--- config.mk ---
export PLATFORM = sky130hd
export DESIGN_NAME = sync_fifo_stream_reader
export DESIGN_NICKNAME = d
export VERILOG_FILES = /design/src/rtl/sync_fifo_stream_reader.sv
export SDC_FILE = /design/constraint.sdc
export NUM_CORES = 1
export LEC_CHECK = 0
export ABC_AREA = 1
export BUFFER_PORTS_ARGS = -buffer_cell sky130_fd_sc_hd__buf_2
export CORE_MARGIN = 5
export CORE_UTILIZATION = 46
export DETAILED_ROUTE_END_ITERATION = 8
export GPL_ROUTABILITY_DRIVEN = 1
export PLACE_DENSITY = 0.7
export SYNTH_ARGS = -nofsm -noshare
export SYNTH_HDL_FRONTEND = slang
export SYNTH_SLANG_ARGS = --single-unit
--- constraint.sdc ---
create_clock -name clk_i -period 2.5 [get_ports clk_i]
set_input_delay 0.5 -clock clk_i [delete_from_list [all_inputs] [get_ports clk_i]]
set_output_delay 0.5 -clock clk_i [all_outputs]
set_load 0.02 [all_outputs]
--- src/rtl/sync_fifo_stream_reader.sv ---
// sync_fifo_stream_reader: FIFO read port to valid/ready stream through a 3-entry buffer; define SYNC_FIFO_READER_STATS_EN to add word_count_o
module sync_fifo_stream_reader #(
    parameter int DATA_WIDTH = 32,
    parameter bit FWFT       = 1'b1
) (
    input  logic                  clk_i,
    input  logic                  rst_n_i,
    input  logic                  flush_i,
    output logic                  fifo_read_o,
    input  logic [DATA_WIDTH-1:0] fifo_rd_data_i,
    input  logic                  fifo_empty_i,
    output logic                  m_valid_o,
    output logic [DATA_WIDTH-1:0] m_data_o,
    input  logic                  m_ready_i
`ifdef SYNC_FIFO_READER_STATS_EN
    ,
    output logic [15:0]           word_count_o
`endif
);
    typedef enum logic [1:0] {EMPTY, ONE, TWO, FULL} occ_t;
    occ_t occ_q, occ_d;
    logic [1:0] wr_ptr, rd_ptr;
    logic inflight, capture, pop;
    logic [DATA_WIDTH-1:0] mem [3];

    function automatic logic [1:0] inc(input logic [1:0] p);
        return (p == 2'd2) ? 2'd0 : p + 2'd1;
    endfunction

    // Issue only from registered state so m_ready_i never reaches the FIFO combinationally
    assign fifo_read_o = rst_n_i && !fifo_empty_i && !flush_i && ({1'b0, occ_q} + {2'b00, inflight} < 3'd3);
    assign capture     = (FWFT ? fifo_read_o : inflight) && !flush_i;
    assign m_valid_o   = (occ_q != EMPTY);
    assign pop         = m_valid_o && m_ready_i;
    assign m_data_o    = (rd_ptr == 2'd2) ? mem[2] : (rd_ptr == 2'd1) ? mem[1] : mem[0];

    if (FWFT) begin : g_fwft
        assign inflight = 1'b0;
    end else begin : g_std
        always_ff @(posedge clk_i or negedge rst_n_i) begin
            if (!rst_n_i) inflight <= 1'b0;
            else inflight <= fifo_read_o;
        end
    end

    always_comb begin
        occ_d = occ_q;
        if (flush_i) occ_d = EMPTY;
        else if (capture && !pop) occ_d = occ_t'(occ_q + 2'd1);
        else if (pop && !capture) occ_d = occ_t'(occ_q - 2'd1);
    end

    always_ff @(posedge clk_i or negedge rst_n_i) begin
        if (!rst_n_i) begin
            occ_q  <= EMPTY;
            wr_ptr <= 2'd0;
            rd_ptr <= 2'd0;
        end else begin
            occ_q  <= occ_d;
            wr_ptr <= flush_i ? 2'd0 : capture ? inc(wr_ptr) : wr_ptr;
            rd_ptr <= flush_i ? 2'd0 : pop ? inc(rd_ptr) : rd_ptr;
        end
    end

    always_ff @(posedge clk_i or negedge rst_n_i) begin
        if (!rst_n_i) mem <= '{default: '0};
        else for (int i = 0; i < 3; i++) if (capture && wr_ptr == 2'(i)) mem[i] <= fifo_rd_data_i;
    end

`ifdef SYNC_FIFO_READER_STATS_EN
    always_ff @(posedge clk_i or negedge rst_n_i) begin
        if (!rst_n_i) word_count_o <= 16'd0;
        else if (pop) word_count_o <= word_count_o + 16'd1;
    end
`endif
endmodule

* After elaboration in Yosys (flattened, before gate mapping)
Cells that the tools add are included.
** Storage, ports and cells
- Output and inout port bits :: 34
- Bits in registers :: 102
- Word-level logic and storage cells :: 45
** Cells by class
- Multiplexer cells :: 11
- Reduce and logical (&&, ||, !) cells :: 19
- Order comparisons :: 1
- $add $sub $neg :: 4
- Equality and inequality tests :: 4
** Operators by type and width (number)
- $mux 32 :: 2
- $mux 2 :: 9
- $logic_and 1x1->1 :: 10
- $add 2x1->2 const B :: 3
- $reduce_bool 2->1 :: 3
- $eq 2x1->1 const B :: 2
- $eq 2x2->1 const B :: 2
- $logic_not 1->1 :: 4
- $reduce_bool 3->1 :: 1
- $logic_not 2->1 :: 1
- $lt 2x2->1 const B :: 1
- $sub 2x1->2 const B :: 1

* Depth between registers and ports, before layout
- Depth after elaboration :: 10
- Mapped depth :: 8
- Mapped depth without buffers :: 8

* Worst setup path before layout
No wires, ideal clock.
- Path type :: flip-flop to output port
- Start point :: reg rd_ptr[1]
- End point :: out m_data_o[10]
- Stages on the path, launching flop included :: 5
- Buffers on the path :: 1
- Arrival :: 1.257 ns
- Required time :: 2.000 ns
- Slack :: 0.743 ns
- Path through :: dfrtp_1 -> nor2_2 -> buf_2 -> nand2_1 -> a31oi_1
** On the way
- Word-level cells in the longest chain between the ends :: 3
- Elaborated cells between the ends (all ways) :: 4
- Those cells by class :: 2 x eq/ne; 2 x mux
** RTL lines
- start: declaration :: RTL line 22 : logic [1:0] wr_ptr, rd_ptr;
- start signal: assignment :: RTL line 61 : rd_ptr <= flush_i ? 2'd0 : pop ? inc(rd_ptr) : rd_ptr;
- $eq 2x1->1 :: RTL line 35 : assign m_data_o = (rd_ptr == 2'd2) ? mem[2] : (rd_ptr == 2'd1) ? mem[1] : mem[0];
- $mux 32 :: RTL line 35
- $mux 32 * :: RTL line 35
- end: declaration :: RTL line 13 : output logic [DATA_WIDTH-1:0] m_data_o,
Every way passes the cells marked *; elsewhere a longest branch is shown, timed or not.

* Worst setup path after layout
- Start point :: reg rd_ptr[0]
- End point :: out m_data_o[26]
The elaborated chain is that of the path after synthesis.

==> results.md <==
- The run finished with clean final reports.
- Counting flops and latches in the post-synthesis netlist gives 102.
- The remaining global-route overflow is 0.
- After detailed routing, the number of remaining DRC violations is 0.
- After floorplanning, the core was divided into 37 placement rows.
- The clock sink total is 102.
- The category of the most critical setup path is reg -> out.
- By instance count, the cell type seen most on the critical path is sky130_fd_sc_hd__inv_1.
- At the worst endpoint, the arrival time is 1.81 ns.
- Along the worst path, the maximum fanout reaches 17.
- For this run, the slowest stage of the critical path takes around 0.37 ns.
- After detailed placement, the design holds a cell count of 715.
- At the end of the flow the core is filled with cells to between 50% and 60%.
- The worst path uses 92.4% of the clock period.
- The reported leakage power is 2.79 nW.
- The number of antenna violations at the first check in global routing is 0.
- The post-route total power is 5.71 mW.
- The maximum buffer depth of the clock tree is 2.
- Counting instances, the worst hold path has a depth of 3.
- The clock period could shrink to ~2.3 ns.
- The detailed-route wire length is 10200 µm.
- The number of unique standard cell types used by synthesis is 20.
- The largest individual stage delay along the critical path comes from the cell sky130_fd_sc_hd__dfrtp_1.
- The standard cell core area is 0.0101 mm².
- Sequential cells were found to cover 54.2% of the synthesized design area.
- The number of port buffers is 70.
- The most common cell after layout, fill and taps aside is sky130_fd_sc_hd__nand2_1.
- The top cell types in the final layout, fill and taps aside, are sky130_fd_sc_hd__nand2_1 (173), sky130_fd_sc_hd__dfrtp_1 (102), sky130_fd_sc_hd__buf_2 (69).
- Entering global routing, the biggest net connects 66 pins.
- The number of detailed-routing iterations run before antenna repair is 5.
- Derived from the worst setup path, the maximum achievable clock frequency is 433 MHz.
- The post-synthesis to final-layout area growth is 14.3%.
- In the final timing run, aggregate negative setup slack is 0 ns.
- The Yosys step of the flow raised 0 warnings.
- Global routing used 17.1% of the available tracks.
- The relative slew slack is between 50% and 60%.
- The type of origin of the critical path is a flop.
- The number of failing hold endpoints at the final stage is 0.
- At the pin with the least slew margin, the transition time is 0.634 ns.
- In this run the number of H-tree levels came out at 3.
- For this design the top-level I/O count stands at 71.
- The class of the tightest hold or removal check is in -> reg.
- The worst-case clock skew is 0.0138 ns.
- At the end of routability-driven placement, the weighted congestion stood at 0.715.
- The root buffer cell chosen for the clock tree is sky130_fd_sc_hd__clkbuf_8.
- The post-route netlist has 25.6% of its cells at a drive strength greater than 1.
- Setup violations remaining at the end of the flow were counted as 0.
- 0 antenna diodes ended up in the layout.
- The average routed wire per standard cell is 13.9 µm.
- The synthesized area per cell is approximately 9 µm².
- The die boundary width is 111 µm.
- Synthesis handed over a netlist of 529 instances.
- The die is roughly 110 µm tall.
- Walking the worst path, the cells encountered are inv_1 > nor2_4 > inv_1 > buf_4 > nand2_1 > a31oi_1 > buf_2.
- The TritonCTS clock tree is done.
- At the later pin of the worst-skew pair, clock insertion delay measures 0.37 ns.
- The summed instance area of the synthesized netlist is 0.00471 mm².
- The HPWL after detailed placement is 6740 µm.
- The filler-free cell count of the finished design is 734.
- The register clock-pin slew on the reported worst setup and hold paths is 0.10 ns.
- Max-cap violations in this run came to 0.
- The first global-routing pass estimated 17400 µm of wire.
- Counting the buffers created by CTS gives 9.
- The max-slew violation total from the final report is 0.
- The number of nets with antenna violations after detailed routing is 0.
- The number of violations reported at the end of detailed-routing iteration 0 is between 200 and 250.
- Setup repair after global routing left no endpoint under its margin.
- The net count reported at finish is 630.
- The power density over the cells is 1060 mW/mm².
- The overall via count from detail_route is 3698.
- For the worst setup path, the data required time is 2.00 ns.
- For the worst flop-to-flop path, the logic depth is 5.
- The via count of the first global-routing pass is around 3600.
- The via-per-instance ratio is just over 5.
- The worst-case IR drop observed on VDD is 0.000384 V.
- STA classifies the critical path endpoint as an output pin.
- The number of nets in the synthesized netlist is 566.
- The die covers around 0.012 mm².
- The initial utilization of the core area, before any placement, comes to 46.5%.
[routing by layer]
metal	routed length, µm	up-vias	global-route usage (%)
met5	0	-	0
met4	91	0	4.62
met3	549	6	3.71
met2	4630	99	26.5
met1	4950	1744	24.4
li1	-	1849	-
[path summary, 6_finish.rpt]
check / start / to / slack [ns]
worst max-delay path: rd_ptr[0] / m_data_o[26] / 0.19
worst min-delay path: fifo_rd_data_i[8] / mem[8] / 0.40
worst max register to register: occ_q[0] / mem[8] / 1.16
worst min register to register: mem[52] / mem[52] / 0.49
max in group asynchronous: rst_n_i / mem[14] / 0.50
min in group asynchronous: rst_n_i / mem[32] / 0.56
[cells by family after synthesis]
| group | after synthesis | share of synthesized area [%] |
|---|---|---|
| AND/OR/NAND/NOR | 220 | 19.0 |
| AO/OA/AOI/OAI | 133 | 18.5 |
| flip-flops | 102 | 54.2 |
| buffers and inverters | 74 | 8.37 |
[final cells by class]
type / count / area [µm²]
multi-input combinational: 353 / 1790
tap: 136 / 170
timing repair buffer: 85 / 518
inverter: 42 / 158
fill: 923 / 4750
clock inverter: 6 / 56.3
clock buffer: 10 / 138
sequential: 102 / 2550
[where the power goes]
| part | switching [mW] | internal [mW] | total, mW |
|---|---|---|---|
| registers | 0.282 | 2.15 | 2.43 |
| clock network | 0.603 | 0.405 | 1.01 |
| logic | 1.42 | 0.841 | 2.26 |
| total | 2.31 | 3.40 | 5.71 |
[per-stage QoR]
step           hold WS [ns]  setup slack, ns  area [µm²]
2_1_floorplan         0.204            0.743        4710
3_3_place_gp          0.345            0.535        5160
3_5_place_dp          0.350            0.503        5160
4_1_cts               0.390           0.0838        5370
5_1_grt               0.391           0.0488        5390
6_report              0.404            0.191        5390
[worst max-delay path, delay by kind of cell, from the launching register on]
kind / cells / cell delay, ns
AO/OA/AOI/OAI: 1 / 0.20
buffers and inverters: 4 / 0.71
flip-flops: 1 / 0.37
AND/OR/NAND/NOR: 2 / 0.17
[synthesized netlist by cell type]
master                     count  share of area (%)
sky130_fd_sc_hd__nand3_1       3               0.32
sky130_fd_sc_hd__buf_2        15                1.6
sky130_fd_sc_hd__inv_1        41                3.3
sky130_fd_sc_hd__nor2_1       34                2.7
sky130_fd_sc_hd__nand4_2       2               0.53
sky130_fd_sc_hd__nand2_2       2               0.27
sky130_fd_sc_hd__nand2_1     174                 14
sky130_fd_sc_hd__nor2_2        1               0.13
sky130_fd_sc_hd__nand4_1       2               0.27
sky130_fd_sc_hd__o21ai_0      22                2.3
sky130_fd_sc_hd__buf_8         2               0.64
sky130_fd_sc_hd__nor2_8        1               0.42
sky130_fd_sc_hd__inv_2         1              0.080
sky130_fd_sc_hd__a31oi_1      32                4.2
sky130_fd_sc_hd__buf_6        10                2.4
sky130_fd_sc_hd__o21ai_1      35                3.7
sky130_fd_sc_hd__o21ai_2      44                8.2
sky130_fd_sc_hd__nand4_4       1               0.45
sky130_fd_sc_hd__clkbuf_1      5               0.40
sky130_fd_sc_hd__dfrtp_1     102                 54
[sequential cells by signal, indices dropped and copies added, names as in the netlist]
register  flops
wr_ptr        2
mem          96
rd_ptr        2
occ_q         2
[what timing repair did]
item | in CTS | in global routing
endpoints found under the hold margin | 8 | 0
gates resized for setup | 0 | 1
setup endpoints to repair | 0 | 3
buffers inserted | 0 | 2
hold buffers | 1 | 0
Power figures use the tool's default switching activity.
